==> src/rtl/api_ext_master.sv <==
// Local-request to external I/O port bridge: issues one READ/WRITE command,
// tracks the responder's BUSY/READY handshake and aborts any phase that stalls too long.
//
// state   | meaning
// --------+-------------------------------------------------------------
// IDLE    | ready for a request; command is IDLE
// ISSUE   | command driven, waiting for responder to report BUSY
// WAIT    | responder busy, waiting for READY/ERROR (reserved = ERROR)
// RELEASE | command dropped, waiting for responder to return to READY
// ABORT   | timeout response on the outputs, back to IDLE next cycle
module api_ext_master #(
    parameter logic [15:0] TIMEOUT_CYCLES = 16'd1024
) (
    input  logic        clk,
    input  logic        reset,
    input  logic        req_valid,
    output logic        req_ready,
    input  logic        req_we,
    input  logic [31:0] req_address,
    input  logic [31:0] req_write_data,
    output logic        rsp_valid,
    output logic [31:0] rsp_read_data,
    output logic        rsp_error,
    output logic        rsp_timeout,
    output logic [1:0]  command,
    input  logic [1:0]  status,
    output logic [31:0] address,
    output logic [31:0] write_data,
    input  logic [31:0] read_data
);

    localparam logic [1:0] CMD_IDLE  = 2'h0;
    localparam logic [1:0] CMD_READ  = 2'h1;
    localparam logic [1:0] CMD_WRITE = 2'h3;
    localparam logic [1:0] ST_BUSY   = 2'h0;
    localparam logic [1:0] ST_READY  = 2'h1;

    typedef enum logic [2:0] {
        S_IDLE,
        S_ISSUE,
        S_WAIT,
        S_RELEASE,
        S_ABORT
    } state_t;

    state_t      state;
    logic [15:0] timer;
    logic [31:0] cap_data;
    logic        cap_error;
    logic        exit_now;
    logic        timer_expired;

    assign req_ready     = (state == S_IDLE);
    assign timer_expired = (timer >= (TIMEOUT_CYCLES - 16'd1));

    always_comb begin
        exit_now = 1'b0;
        case (state)
            S_ISSUE:   exit_now = (status == ST_BUSY);
            S_WAIT:    exit_now = (status != ST_BUSY);
            S_RELEASE: exit_now = (status == ST_READY);
            default:   exit_now = 1'b0;
        endcase
    end

    always_ff @(posedge clk or posedge reset) begin
        if (reset) begin
            state         <= S_IDLE;
            timer         <= 16'd0;
            command       <= CMD_IDLE;
            address       <= 32'h0;
            write_data    <= 32'h0;
            cap_data      <= 32'h0;
            cap_error     <= 1'b0;
            rsp_valid     <= 1'b0;
            rsp_read_data <= 32'h0;
            rsp_error     <= 1'b0;
            rsp_timeout   <= 1'b0;
        end else begin
            rsp_valid <= 1'b0;
            case (state)
                S_IDLE: begin
                    if (req_valid) begin
                        address <= req_address;
                        if (req_we) begin
                            write_data <= req_write_data;
                        end
                        command <= req_we ? CMD_WRITE : CMD_READ;
                        timer   <= 16'd0;
                        state   <= S_ISSUE;
                    end
                end
                S_ISSUE, S_WAIT, S_RELEASE: begin
                    // A phase exit takes priority over an expiring timer.
                    if (exit_now) begin
                        timer <= 16'd0;
                        if (state == S_ISSUE) begin
                            state <= S_WAIT;
                        end else if (state == S_WAIT) begin
                            cap_data  <= read_data;
                            cap_error <= (status != ST_READY);
                            command   <= CMD_IDLE;
                            state     <= S_RELEASE;
                        end else begin
                            rsp_valid     <= 1'b1;
                            rsp_read_data <= cap_data;
                            rsp_error     <= cap_error;
                            rsp_timeout   <= 1'b0;
                            state         <= S_IDLE;
                        end
                    end else if (timer_expired) begin
                        command       <= CMD_IDLE;
                        rsp_valid     <= 1'b1;
                        rsp_error     <= 1'b1;
                        rsp_timeout   <= 1'b1;
                        rsp_read_data <= 32'h0;
                        state         <= S_ABORT;
                    end else if (timer != 16'hffff) begin
                        timer <= timer + 16'd1;
                    end
                end
                S_ABORT: begin
                    timer <= 16'd0;
                    state <= S_IDLE;
                end
                default: state <= S_IDLE;
            endcase
        end
    end

endmodule

==> config.mk <==
export PLATFORM = sky130hd
export DESIGN_NAME = api_ext_master
export DESIGN_NICKNAME = d
export VERILOG_FILES = /design/src/rtl/api_ext_master.sv
export SDC_FILE = /design/constraint.sdc
export NUM_CORES = 1
export LEC_CHECK = 0
export CORE_AREA = 2 2 145 147
export CTS_BUF_LIST = sky130_fd_sc_hd__clkbuf_4 sky130_fd_sc_hd__clkbuf_8
export DETAILED_ROUTE_END_ITERATION = 12
export DIE_AREA = 0 0 147 149
export PLACE_DENSITY_LB_ADDON = 0.1
export REMOVE_ABC_BUFFERS = 1
export SLEW_MARGIN = 20
export SYNTH_ARGS = -nofsm -noshare
export SYNTH_HDL_FRONTEND = slang
export SYNTH_SLANG_ARGS = --single-unit
==> constraint.sdc <==
create_clock -name clk -period 4.5 [get_ports clk]
set_input_delay 0.675 -clock clk [delete_from_list [all_inputs] [get_ports clk]]
set_output_delay 0.675 -clock clk [all_outputs]
set_load 0.01 [all_outputs]
Yosys cells after proc, flatten, opt, wreduce, memory -nomap -nowiden
Cells that the tools add are included.

Add/sub/neg operators: 1. $mul: 0. Divide/modulo/power cells: 0. Order comparisons: 1. Eq/ne operators: 15. Shifts and indexed selects: 0. Mux-type cells: 35. Bitwise operators: 1. Reduce and logical (&&, ||, !) cells: 14.

Operators by type and width (number): 32-bit two-way mux (4); 16-bit two-way mux (4); 16-bit one-hot mux with 3 select lines (1); 16-bit by 1-bit adder with 16-bit output (second input constant) (1); 16-bit by 10-bit >= comparator with 1-bit output (second input constant) (1); 2-bit two-way mux (8); 16-bit != test (second input constant) (1); 3-bit != test (second input constant) (5); 1-bit two-way mux (12); 4-bit AND reduction (3); 3-bit two-way mux (3); 3-bit by 2-bit == test with 1-bit output (second input constant) (2); 2-bit != test (second input constant) (3); 3-bit one-hot mux with 2 select lines (1); 2-bit nonzero test (3); 5-bit AND reduction (1); 2-bit one-hot mux with 2 select lines (1); 2-bit AND reduction (2); 3-bit by 1-bit == test with 1-bit output (second input constant) (1); 3-bit == test (second input constant) (1); 3-bit logical NOT (1); 1-bit one-hot mux with 3 select lines (1); 3-bit AND reduction (1); 3-bit nonzero test (1); other kinds (5) (5).

Flip-flop bits (word level): 153. Bits in latches: 0. Memory bits (writable): 0. Memory bits (read-only): 0. Input port bits: 102. Output and inout bits: 102. Memories: 0.

Depth between registers and ports, before layout
Depth after elaboration: 5. Gate-level depth with buffers: 7.

Worst setup path before layout
Ideal clock, no wire load.

Path type: in2reg. Start: input status[1]. End: register state[0]. Arrival: 1865 ps. Setup slack: 2509 ps. Stages on the path: 6. Buffers on the path: 1. Cell sequence: or3b_1 a32o_2 nor4_4 buf_6 a21oi_1 o32a_1.

Cells in the longest elaborated chain, start to end: 4.

Ends and longest elaborated chain: start: declaration (RTL line 26) `input logic [1:0] status,`; 2-bit by 1-bit == test with 1-bit output (tied with other cells) (RTL line 61) `S_RELEASE: exit_now = (status == ST_READY);`; 1-bit one-hot mux with 3 select lines * (RTL line 58) `case (state)`; 3-bit two-way mux / 3-bit != test (equally long branches); 3-bit one-hot mux with 2 select lines / 2-bit AND reduction (equally long branches); end signal: assignment (RTL line 68) `state <= S_IDLE;`; end signal: assignment (RTL line 98) `state <= S_WAIT;`; end signal: assignment (RTL line 103) `state <= S_RELEASE;`; end: declaration (RTL line 46) `state_t state;`.

Every way passes the cells marked *; elsewhere a longest branch is shown, timed or not. A chain may end at the register's enable or synchronous reset.

Final worst setup path
Start: register state[0]. End: register write_data[21].

Cells in the longest elaborated chain, start to end: 2.

Ends and longest elaborated chain: start signal: assignment (RTL line 68); start signal: assignment (RTL line 90) `state <= S_ISSUE;`; start signal: assignment (RTL line 98); 3-bit logical NOT (RTL line 81) `case (state)`; 3-bit AND reduction (no source line); end signal: assignment (RTL line 86) `write_data <= req_write_data;`; end: declaration (RTL line 28) `output logic [31:0] write_data,`.

Every way passes these cells.

==> results.cfg <==
[run_status]
outcome = finished, final reports clean

[layout]
fin_nets = 720
drive_above_1_share_pct = 22.86
antenna_cells = 0
fin_area_mm2 = 0.008673
fin_util_pct = 42.19
area_delta_synth_final_pct = 44.78

[global_routing]
grt_max_degree = 98
overflow = 0
antenna_found_initial = 0
gr-usage-all-layers_pct = 13.58
grt_pass1_vias = 4280
grt_pass1_wl_mm = 23.10

[synth]
synth-async-reset-ratio_pct = 100.0
synth_edf_count = 0
yosysTopAreaCellShare_pct = 63.91
syn_inst = 412
syn_area_mm2 = 0.005991
synth_flop_cell = dfrtp_1
synth_area_leaders = dfrtp_1 64%, mux2_2 18%, a22o_1 5.3%
syn_area_per_cell_um2 = 14.54
yosysSeqAreaShare_pct = 63.91
synthTopCellsByCount = 153 x dfrtp_1, 96 x mux2_2, 36 x a22o_1, 15 x buf_2, 12 x nor2_1
ys_types = 44
synth-seq-cells = 153
yosysMostFrequentCell = dfrtp_1
synth_warnings = 0
synth_largest_area_cell = dfrtp_1

[clocking]
post_cts_buffers = 0
ctsHoldBuffers = 0
cts.repair.resized = 0
cts_tree = done
clk_path_buf_depth = 2
clkTransAtPathRegs_ps = 100
cts_made_buffers = 17
clock_latency_ps = 450
h-tree-depth = 4
cts-root-buf = clkbuf_8
cts.sinks = 153

[hold_path]
min_to = timer[15]
worstHoldPathCells = 1
min-delay-path-class = reg -> reg
hp-start = timer[15]

[route]
ant_nets = 0
routedWlPerCell_um = 16.11
post-route-drc-count = 0
first_iter_violations = 118
routed_via_density = 4.472
first_pass_iters = 4
vias = 4047
finalWirelength_mm = 14.58

[pwr]
p_leak_uw = 0.003708
finalPower_uw = 5637
power_density_mw_per_mm2 = 649.9
vdd_drop_max_uv = 242.1

[floorplan]
row_count = 53
ios = 204
dieArea_mm2 = 0.02190
die_height_um = 149
dieWidth_um = 147
core_area_mm2 = 0.02056
start_util_pct = 29.14

[sta]
fin_skew_ps = 10.52
finalCriticalPeriod_ps = 2638
max_slew.worst_pin.slew_ps = 898.1
finalMaxSlewViolations = 0
maxSlewHeadroom_pct = 40.13
max_freq_ghz = 0.3790
rsz0062_at_grt = no
hold_viol = 0
timing.final.crit_share_pct = 58.63
fin_ws_ps = 1862
setup_viol = 0

[worst_setup_path]
r2r_setup_slack_ps = 1860
crit_path_max_fanout = 35
critical_path_class = reg -> reg
critPathRequiredTime_ps = 4840
end_kind = flip-flop
r2r_cells = 5
crit_arrival_ps = 2980
reg2reg_to = write_data[21]
rr_startpoint = state[0]
cp-start-kind = flip-flop

[placed_design]
hpwl_mm = 10.01
place_area_mm2 = 0.008302
pre_cts_slack_ps = 1500
portBuffers = 203
globalplace.congestion = 0.7729

[flow_run]
cap_violations = 0
==> where the power goes <==
group | internal [uW] | switching (uW) | leakage (uW) | total, uW
Clock | 426 | 555 | 0.000180 | 981
Sequential | 1990 | 343 | 0.00189 | 2330
Combinational | 1440 | 882 | 0.00164 | 2320
==> worst max-delay path: stages (launching register included) <==
cell,delay (ps)
dfrtp_1,560
nor3_4,330
and2_1,160
buf_4,390
nand2_2,570
mux2_1,500
==> state kept, by name (all words and copies together), names as in the netlist <==
register	count
address	32
cap_data	32
cap_error	1
command	2
rsp_error	1
rsp_read_data	32
rsp_timeout	1
rsp_valid	1
state	3
timer	16
write_data	32
==> worst max-delay path by stage <==
stage	start	to	cells after the start
floorplan	reset	address[0]	1
global placement	req_valid	write_data[21]	5
detailed placement	status[1]	rsp_error	8
CTS	state[2]	cap_data[18]	5
global route	state[0]	write_data[21]	5
finish	state[0]	write_data[21]	5
==> layer usage <==
metal  vias to the layer above  track usage, %  share of wire, %
met2                       152           20.77                44
met3                        16           4.771               7.5
met5                         -               0                 0
li1                       1901               -                 -
met4                         0           5.192               1.3
met1                      1978           17.82                47
==> final cells by class <==
| cell class | count | area [um^2] |
|---|---|---|
| fill | 1904 | 11880 |
| tap | 275 | 344.1 |
| multi-input combinational | 229 | 2012 |
| timing repair buffer | 208 | 2082 |
| clock inverter | 13 | 110.1 |
| clock buffer | 19 | 261.5 |
| inverter | 8 | 35.03 |
| sequential | 153 | 3829 |
==> layout by cell type, fill, tap and decap left out, types with 2 or more instances in the layout <==
cell type        netlist  layout
a31oi_1                2       2
inv_6                  0       6
nor2b_1                7       7
inv_8                  0       2
and3_2                 2       2
inv_1                  8       7
clkbuf_8               0      19
and2_1                 3       3
nand2_1               10      10
a22o_1                36      36
mux2_2                96      96
nand4_1                5       5
nor3_1                 6       6
xnor2_1                2       2
a21oi_1                7       7
and3_1                 2       2
clkdlybuf4s50_1        0     203
nand3_1               10      10
a221o_1                2       2
o21ai_0                4       4
buf_4                  1       4
o21a_1                 2       2
clkinvlp_4             0       4
dfrtp_1              153     153
nor2_1                12      12
==> stage by stage <==
step | std cells | hold slack, ps | setup TNS (ps)
6_report | 905 | 491.8 | 0
5_1_grt | 905 | 513.5 | 0
4_1_cts | 905 | 499.5 | 0
3_5_place_dp | 873 | 474.9 | 0
3_3_place_gp | 873 | 476.4 | 0
2_1_floorplan | 390 | 454.3 | -45360
==> logic make-up (layout without fill, tap and decap cells) <==
kind of cell    count (synthesis)  after routing  synth area share (%)
xor+xnor                        3              3                0.4387
mux                            97             97                 18.23
compound gates                 64             64                 8.668
fa+ha+maj                       1              1                0.2088
flops                         153            153                 63.91
simple gates                   64             64                 6.036
buf+inv                        30            248                 2.506
Note: power is estimated with default switching activity, not from simulation.
